**config.mk**
```make
export PLATFORM = sky130hd
export DESIGN_NAME = piso_serializer_flat
export DESIGN_NICKNAME = d
export VERILOG_FILES = /design/src/rtl/piso_serializer_if.sv /design/src/rtl/piso_serializer.sv /design/src/flat_wrapper.sv
export SDC_FILE = /design/constraint.sdc
export NUM_CORES = 1
export LEC_CHECK = 0
export ABC_CLOCK_PERIOD_IN_PS = 3300
export CAP_MARGIN = 20
export CORE_MARGIN = 5
export CORE_UTILIZATION = 30
export DETAILED_ROUTE_END_ITERATION = 16
export HOLD_SLACK_MARGIN = 0.12
export PLACE_DENSITY = 0.54
export SETUP_SLACK_MARGIN = 0.5
export SLEW_MARGIN = 20
export SYNTH_ARGS = -nofsm -noshare
export SYNTH_HDL_FRONTEND = slang
export SYNTH_SLANG_ARGS = --single-unit
```
**constraint.sdc**
```tcl
create_clock -name clk -period 3.3 [get_ports clk]
set_clock_uncertainty 0.1 [all_clocks]
set_input_delay 0.66 -clock clk [delete_from_list [all_inputs] [get_ports clk]]
set_output_delay 0.66 -clock clk [all_outputs]
set_load 0.01 [all_outputs]
```
**src/rtl/piso_serializer_if.sv**
```systemverilog
`default_nettype none
// ============================================================================
//  Module   : piso_serializer_if
//  Purpose  : Parallel-in and serial-out handshake bundle for piso_serializer.
//             The slave modport is the serializer's view of the bus. The
//             master modport is the view of the surrounding logic, which
//             supplies words and consumes bits.
//  Revision : 1.0 - initial release
// ============================================================================
interface piso_serializer_if #(
    parameter int DATA_W = 8
);
    logic [DATA_W-1:0] par_data_i;
    logic              par_valid_i;
    logic              par_ready_o;
    logic              ser_data_o;
    logic              ser_valid_o;
    logic              ser_ready_i;
    logic              ser_last_o;

    modport slave (
        input  par_data_i,
        input  par_valid_i,
        output par_ready_o,
        output ser_data_o,
        output ser_valid_o,
        input  ser_ready_i,
        output ser_last_o
    );

    modport master (
        output par_data_i,
        output par_valid_i,
        input  par_ready_o,
        input  ser_data_o,
        input  ser_valid_o,
        output ser_ready_i,
        input  ser_last_o
    );
endinterface : piso_serializer_if
`default_nettype wire

```
**src/rtl/piso_serializer.sv**
```systemverilog
`default_nettype none
// ============================================================================
//  Module   : piso_serializer
//  Purpose  : Accepts a parallel word over a valid/ready handshake and emits
//             it one bit per consumed beat on a valid/ready serial stream.
//             The bit order is selectable. The next word can be loaded on
//             the same edge that consumes the last bit, so back-to-back words
//             stream without a gap. A wrapping counter records how many words
//             have completed.
//  Revision : 1.0 - initial release
// ============================================================================
module piso_serializer #(
    parameter int DATA_W    = 8,
    parameter int LSB_FIRST = 1,
    parameter int CNT_W     = 16
) (
    input  wire logic             clk,
    input  wire logic             arst_n,
    piso_serializer_if.slave      bus,
    output logic [CNT_W-1:0]      word_cnt_o
);

    localparam int                 c_BIT_W    = (DATA_W > 2) ? $clog2(DATA_W) : 1;
    localparam logic [c_BIT_W-1:0] c_LAST_IDX = c_BIT_W'(DATA_W - 1);

    typedef enum logic [0:0] {
        S_IDLE  = 1'b0,
        S_SHIFT = 1'b1
    } state_t;

    state_t              state_q,  state_d;
    logic [DATA_W-1:0]   shreg_q,  shreg_d;
    logic [c_BIT_W-1:0]  bitcnt_q, bitcnt_d;
    logic [CNT_W-1:0]    wcnt_q,   wcnt_d;

    logic                w_shifting;
    logic                w_last;
    logic                w_out_bit;
    logic [DATA_W-1:0]   w_shifted;
    logic                w_accept;
    logic                w_consume;

    // Bit order only changes which end is presented and which way the register moves
    if (LSB_FIRST != 0) begin : g_lsb_first
        assign w_out_bit = shreg_q[0];
        assign w_shifted = {1'b0, shreg_q[DATA_W-1:1]};
    end else begin : g_msb_first
        assign w_out_bit = shreg_q[DATA_W-1];
        assign w_shifted = {shreg_q[DATA_W-2:0], 1'b0};
    end

    assign w_shifting = (state_q == S_SHIFT);
    assign w_last     = w_shifting && (bitcnt_q == c_LAST_IDX);

    // Ready while shifting is allowed only when the final bit leaves on this
    // edge. This is the single input-to-output combinational path.
    assign bus.par_ready_o = !w_shifting || (w_last && bus.ser_ready_i);
    assign bus.ser_valid_o = w_shifting;
    assign bus.ser_data_o  = w_shifting && w_out_bit;
    assign bus.ser_last_o  = w_last;
    assign word_cnt_o      = wcnt_q;

    assign w_accept  = bus.par_valid_i && bus.par_ready_o;
    assign w_consume = w_shifting && bus.ser_ready_i;

    // State register with synchronous active-low reset
    always_ff @(posedge clk) begin
        if (!arst_n) begin
            state_q  <= S_IDLE;
            shreg_q  <= '0;
            bitcnt_q <= '0;
            wcnt_q   <= '0;
        end else begin
            state_q  <= state_d;
            shreg_q  <= shreg_d;
            bitcnt_q <= bitcnt_d;
            wcnt_q   <= wcnt_d;
        end
    end

    // Next state: consume and shift first, then a same-edge load takes priority
    always_comb begin
        state_d  = state_q;
        shreg_d  = shreg_q;
        bitcnt_d = bitcnt_q;
        wcnt_d   = wcnt_q;

        if (w_consume) begin
            shreg_d  = w_shifted;
            bitcnt_d = bitcnt_q + 1'b1;
            if (w_last) begin
                wcnt_d   = wcnt_q + 1'b1;
                bitcnt_d = '0;
                state_d  = S_IDLE;
            end
        end

        if (w_accept) begin
            shreg_d  = bus.par_data_i;
            bitcnt_d = '0;
            state_d  = S_SHIFT;
        end
    end

endmodule : piso_serializer
`default_nettype wire

```
**src/flat_wrapper.sv**
```systemverilog
// flat-port wrapper written by rule: the top's interface ports become plain ports
module piso_serializer_flat 
#(
    parameter int DATA_W    = 8,
    parameter int LSB_FIRST = 1,
    parameter int CNT_W     = 16
)
  (clk, arst_n, word_cnt_o, bus_par_data_i, bus_par_valid_i, bus_par_ready_o, bus_ser_data_o, bus_ser_valid_o, bus_ser_ready_i, bus_ser_last_o);
  piso_serializer_if #(.DATA_W(DATA_W)) bus_i ();
  input  wire logic clk;
  input  wire logic arst_n;
  output logic [CNT_W-1:0] word_cnt_o;
  input wire logic [$bits(bus_i.par_data_i)-1:0] bus_par_data_i;
  input wire logic [$bits(bus_i.par_valid_i)-1:0] bus_par_valid_i;
  output wire logic [$bits(bus_i.par_ready_o)-1:0] bus_par_ready_o;
  output wire logic [$bits(bus_i.ser_data_o)-1:0] bus_ser_data_o;
  output wire logic [$bits(bus_i.ser_valid_o)-1:0] bus_ser_valid_o;
  input wire logic [$bits(bus_i.ser_ready_i)-1:0] bus_ser_ready_i;
  output wire logic [$bits(bus_i.ser_last_o)-1:0] bus_ser_last_o;
  assign bus_i.par_data_i = bus_par_data_i;
  assign bus_i.par_valid_i = bus_par_valid_i;
  assign bus_par_ready_o = bus_i.par_ready_o;
  assign bus_ser_data_o = bus_i.ser_data_o;
  assign bus_ser_valid_o = bus_i.ser_valid_o;
  assign bus_i.ser_ready_i = bus_ser_ready_i;
  assign bus_ser_last_o = bus_i.ser_last_o;
  piso_serializer #(.DATA_W(DATA_W), .LSB_FIRST(LSB_FIRST), .CNT_W(CNT_W)) u_core (.clk(clk), .arst_n(arst_n), .bus(bus_i), .word_cnt_o(word_cnt_o));
endmodule
```
==> qor.txt <==
Worst hold endpoint -> u_core.shreg_q[3]
Fmax -> 377.9 MHz
Footprint of the multi-input gates -> 683.2 µm²
Slew headroom -> 67.69%
Fill count -> 396
Starting density of the core -> 31.48%
Hold wc startpoint -> u_core.shreg_q[4]
Routed WL -> 3002 µm
Share of layout cells above drive strength 1 -> 7.222%
Critical Path RT -> 2540 ps
Top FF cell, synth -> dfxtp_1
Number of synthesized flops with an enable pin -> 0
CP Buf/Inv Count -> 1
Number of global-route vias before repair -> 1170
Netlist cell types -> 32
DR vias/cell -> 5.170
DIE HEIGHT -> 75.26 µm
Core box area -> 4058 µm²
# IOs -> 32
Flop-to-flop setup slack -> 1180 ps
RSZ-0062 raised after global routing -> false
Reg2reg end -> u_core.word_cnt_o[14]
Setup crit end kind -> output pin
Root buf cell -> clkbuf_8
Maximum vdd drop -> 0.0001273 V
Max cap viols -> 0
Power after layout -> 0.5945 mW
GPL Wtd Cong -> 0.8068
Wire per inst -> 13.05 µm
Antenna diodes -> 0
Full die area -> 5663 µm²
First-pass detailed-route iteration total -> 4
Reg-to-Reg Start -> u_core.bitcnt_q[0]
Clock Sinks -> 28
DR DRC count -> 0
Arr. time, crit path -> 1890 ps
CTS buffer count -> 3
Netlist Area Pre-Place -> 1277 µm²
Max incr delay on CP -> 540 ps
Worst path slowest cell -> clkdlybuf4s50_1
Clock transition at path regs -> 90 ps
Pwr Density -> 352.5 nW/µm²
Worst Hold Class -> reg -> reg
Delay-heaviest family, CP -> buffers and inverters
Avg Inst Size Synth -> 8.574 µm²
Post-DP HPWL -> 2234 µm
Post-synthesis async set-or-reset flop share -> 0%
CP Cell Sequence -> ha_1 > ha_1 > a21bo_2 > clkdlybuf4s50_1
Worst slew pin tran -> 484.1 ps
Initial antenna violation count -> 0
Area Overhead vs Synth -> 32.03%
First-pass GRT wire length -> 5202 µm
Outcome -> completed
#FFs+latches synth -> 28
GRT Total Usage -> 11.75%
Clock buffer depth -> 2
CTS tree -> yes
Crit Path Max Fanout -> 9
Hold Path Cell Cnt -> 2
Most frequent cells in the layout -> 30 x clkdlybuf4s50_1, 28 x dfxtp_1, 22 x nand2_1
Worst skew pair latency -> 270 ps
Synth Instances -> 149
Syn Nets -> 164
Largest net degree at the start of global routing -> 16
CP most frequent cell -> ha_1
Iteration-0 DRC Markers -> 66
Commonest non-fill, non-tap cell in the layout -> clkdlybuf4s50_1
Min Tclk post-route -> 2646 ps
Final setup violation count -> 0
Final hold vios -> 0
Max-slew violations -> 0
Setup crit start kind -> flip-flop
LEAKAGE -> 0.6464 nW
Seq/Total Area, Yosys -> 43.88%
Postcts setup bufs -> 0
Net count, final -> 197
Row Count -> 23
Via count -> 1189
Setup_tns -> 0 ps
Kind of critical path -> reg -> out
Crit share post-route -> 80.18%
# H-tree levels -> 1
Grt total ovfl -> 0
Yosys warnings -> 0
Register area -> 560.5 µm²
Die width -> 75.26 µm
R2R depth -> 6
Antenna Nets Post-Route -> 0
Number of I/O port buffers -> 31
Yosys cell counts, types with 2 or more instances:
| library cell | number | area (µm²) |
|---|---|---|
| nand2b_1 | 3 | 18.77 |
| ha_1 | 3 | 37.54 |
| nor3_1 | 2 | 10.01 |
| xnor2_1 | 4 | 35.03 |
| dfxtp_1 | 28 | 560.5 |
| clkbuf_1 | 4 | 15.01 |
| nand2_1 | 22 | 82.58 |
| and3_1 | 2 | 12.51 |
| a31oi_1 | 7 | 43.79 |
| xor2_1 | 5 | 43.79 |
| inv_1 | 3 | 11.26 |
| nand4_1 | 6 | 37.54 |
| and2_2 | 2 | 15.01 |
| mux2i_1 | 4 | 40.04 |
| and2_1 | 2 | 12.51 |
| nand3_1 | 7 | 35.03 |
| nor3b_1 | 2 | 15.01 |
| o21ai_0 | 10 | 50.05 |
| nor2_1 | 14 | 52.55 |
| a21oi_1 | 7 | 35.03 |
how the worst max path moves through the flow:
stage	from	end	slack [ps]	cells after the start
floorplan	u_core.bitcnt_q[0]	u_core.word_cnt_o[14]	1410	7
global placement	bus_ser_ready_i	bus_par_ready_o	570	3
detailed placement	bus_ser_ready_i	bus_par_ready_o	560	3
CTS	bus_ser_ready_i	bus_par_ready_o	550	3
global route	u_core.bitcnt_q[0]	bus_par_ready_o	510	4
finish	u_core.bitcnt_q[0]	bus_par_ready_o	650	4
cell type report:
class / instances / area share [%]
timing repair buffer: 33 / 19.44
tap: 50 / 3.709
inverter: 3 / 0.6677
multi-input combinational: 113 / 40.50
clock buffer: 3 / 2.448
sequential: 28 / 33.23
per-stage QoR:
stage	util (%)	instances	hold slack, ps	instance area [µm²]	setup slack (ps)
2_1_floorplan	-	149	344.6	1277	1412
3_3_place_gp	40.49	227	351.9	1643	571.7
3_5_place_dp	40.49	227	358.7	1643	560.9
4_1_cts	41.50	230	373.4	1684	551.6
5_1_grt	41.57	230	389.6	1687	512.6
6_report	41.57	230	371.7	1687	654.1
routing by layer:
layer	track usage, %	share of wire, %
met5	0	0
met1	14.62	45
met2	20.21	49
met4	4.272	0
met3	2.136	5.0
kinds of logic after synthesis:
kind of cell	share of synthesized area (%)
simple gates	29.09
flops	43.88
compound gates	12.15
xor+xnor	6.170
buf+inv	2.644
mux	3.134
fa+ha+maj	2.939
state kept, by name (all words and copies together) (netlist names):
register                flops
u_core.shreg_q              8
u_core.bitcnt_q             3
u_core.bus.ser_valid_o      1
u_core.word_cnt_o          16
tightest hold or removal path: stages, from the launching register on:
cell     delay (ps)
dfxtp_1         320
nand2_1          50
a31oi_1          70
power breakdown:
part / switching (mW) / internal, mW
Combinational: 0.0292 / 0.0288
Clock: 0.100 / 0.0819
Sequential: 0.00633 / 0.348
Total: 0.136 / 0.459
repair_timing:
action / 4_1_cts / 5_1_grt
hold buffers: 0 / 0
setup endpoints to repair: 0 / 1
gates resized for setup: 0 / 1
Note: power is estimated with default switching activity, not from simulation.
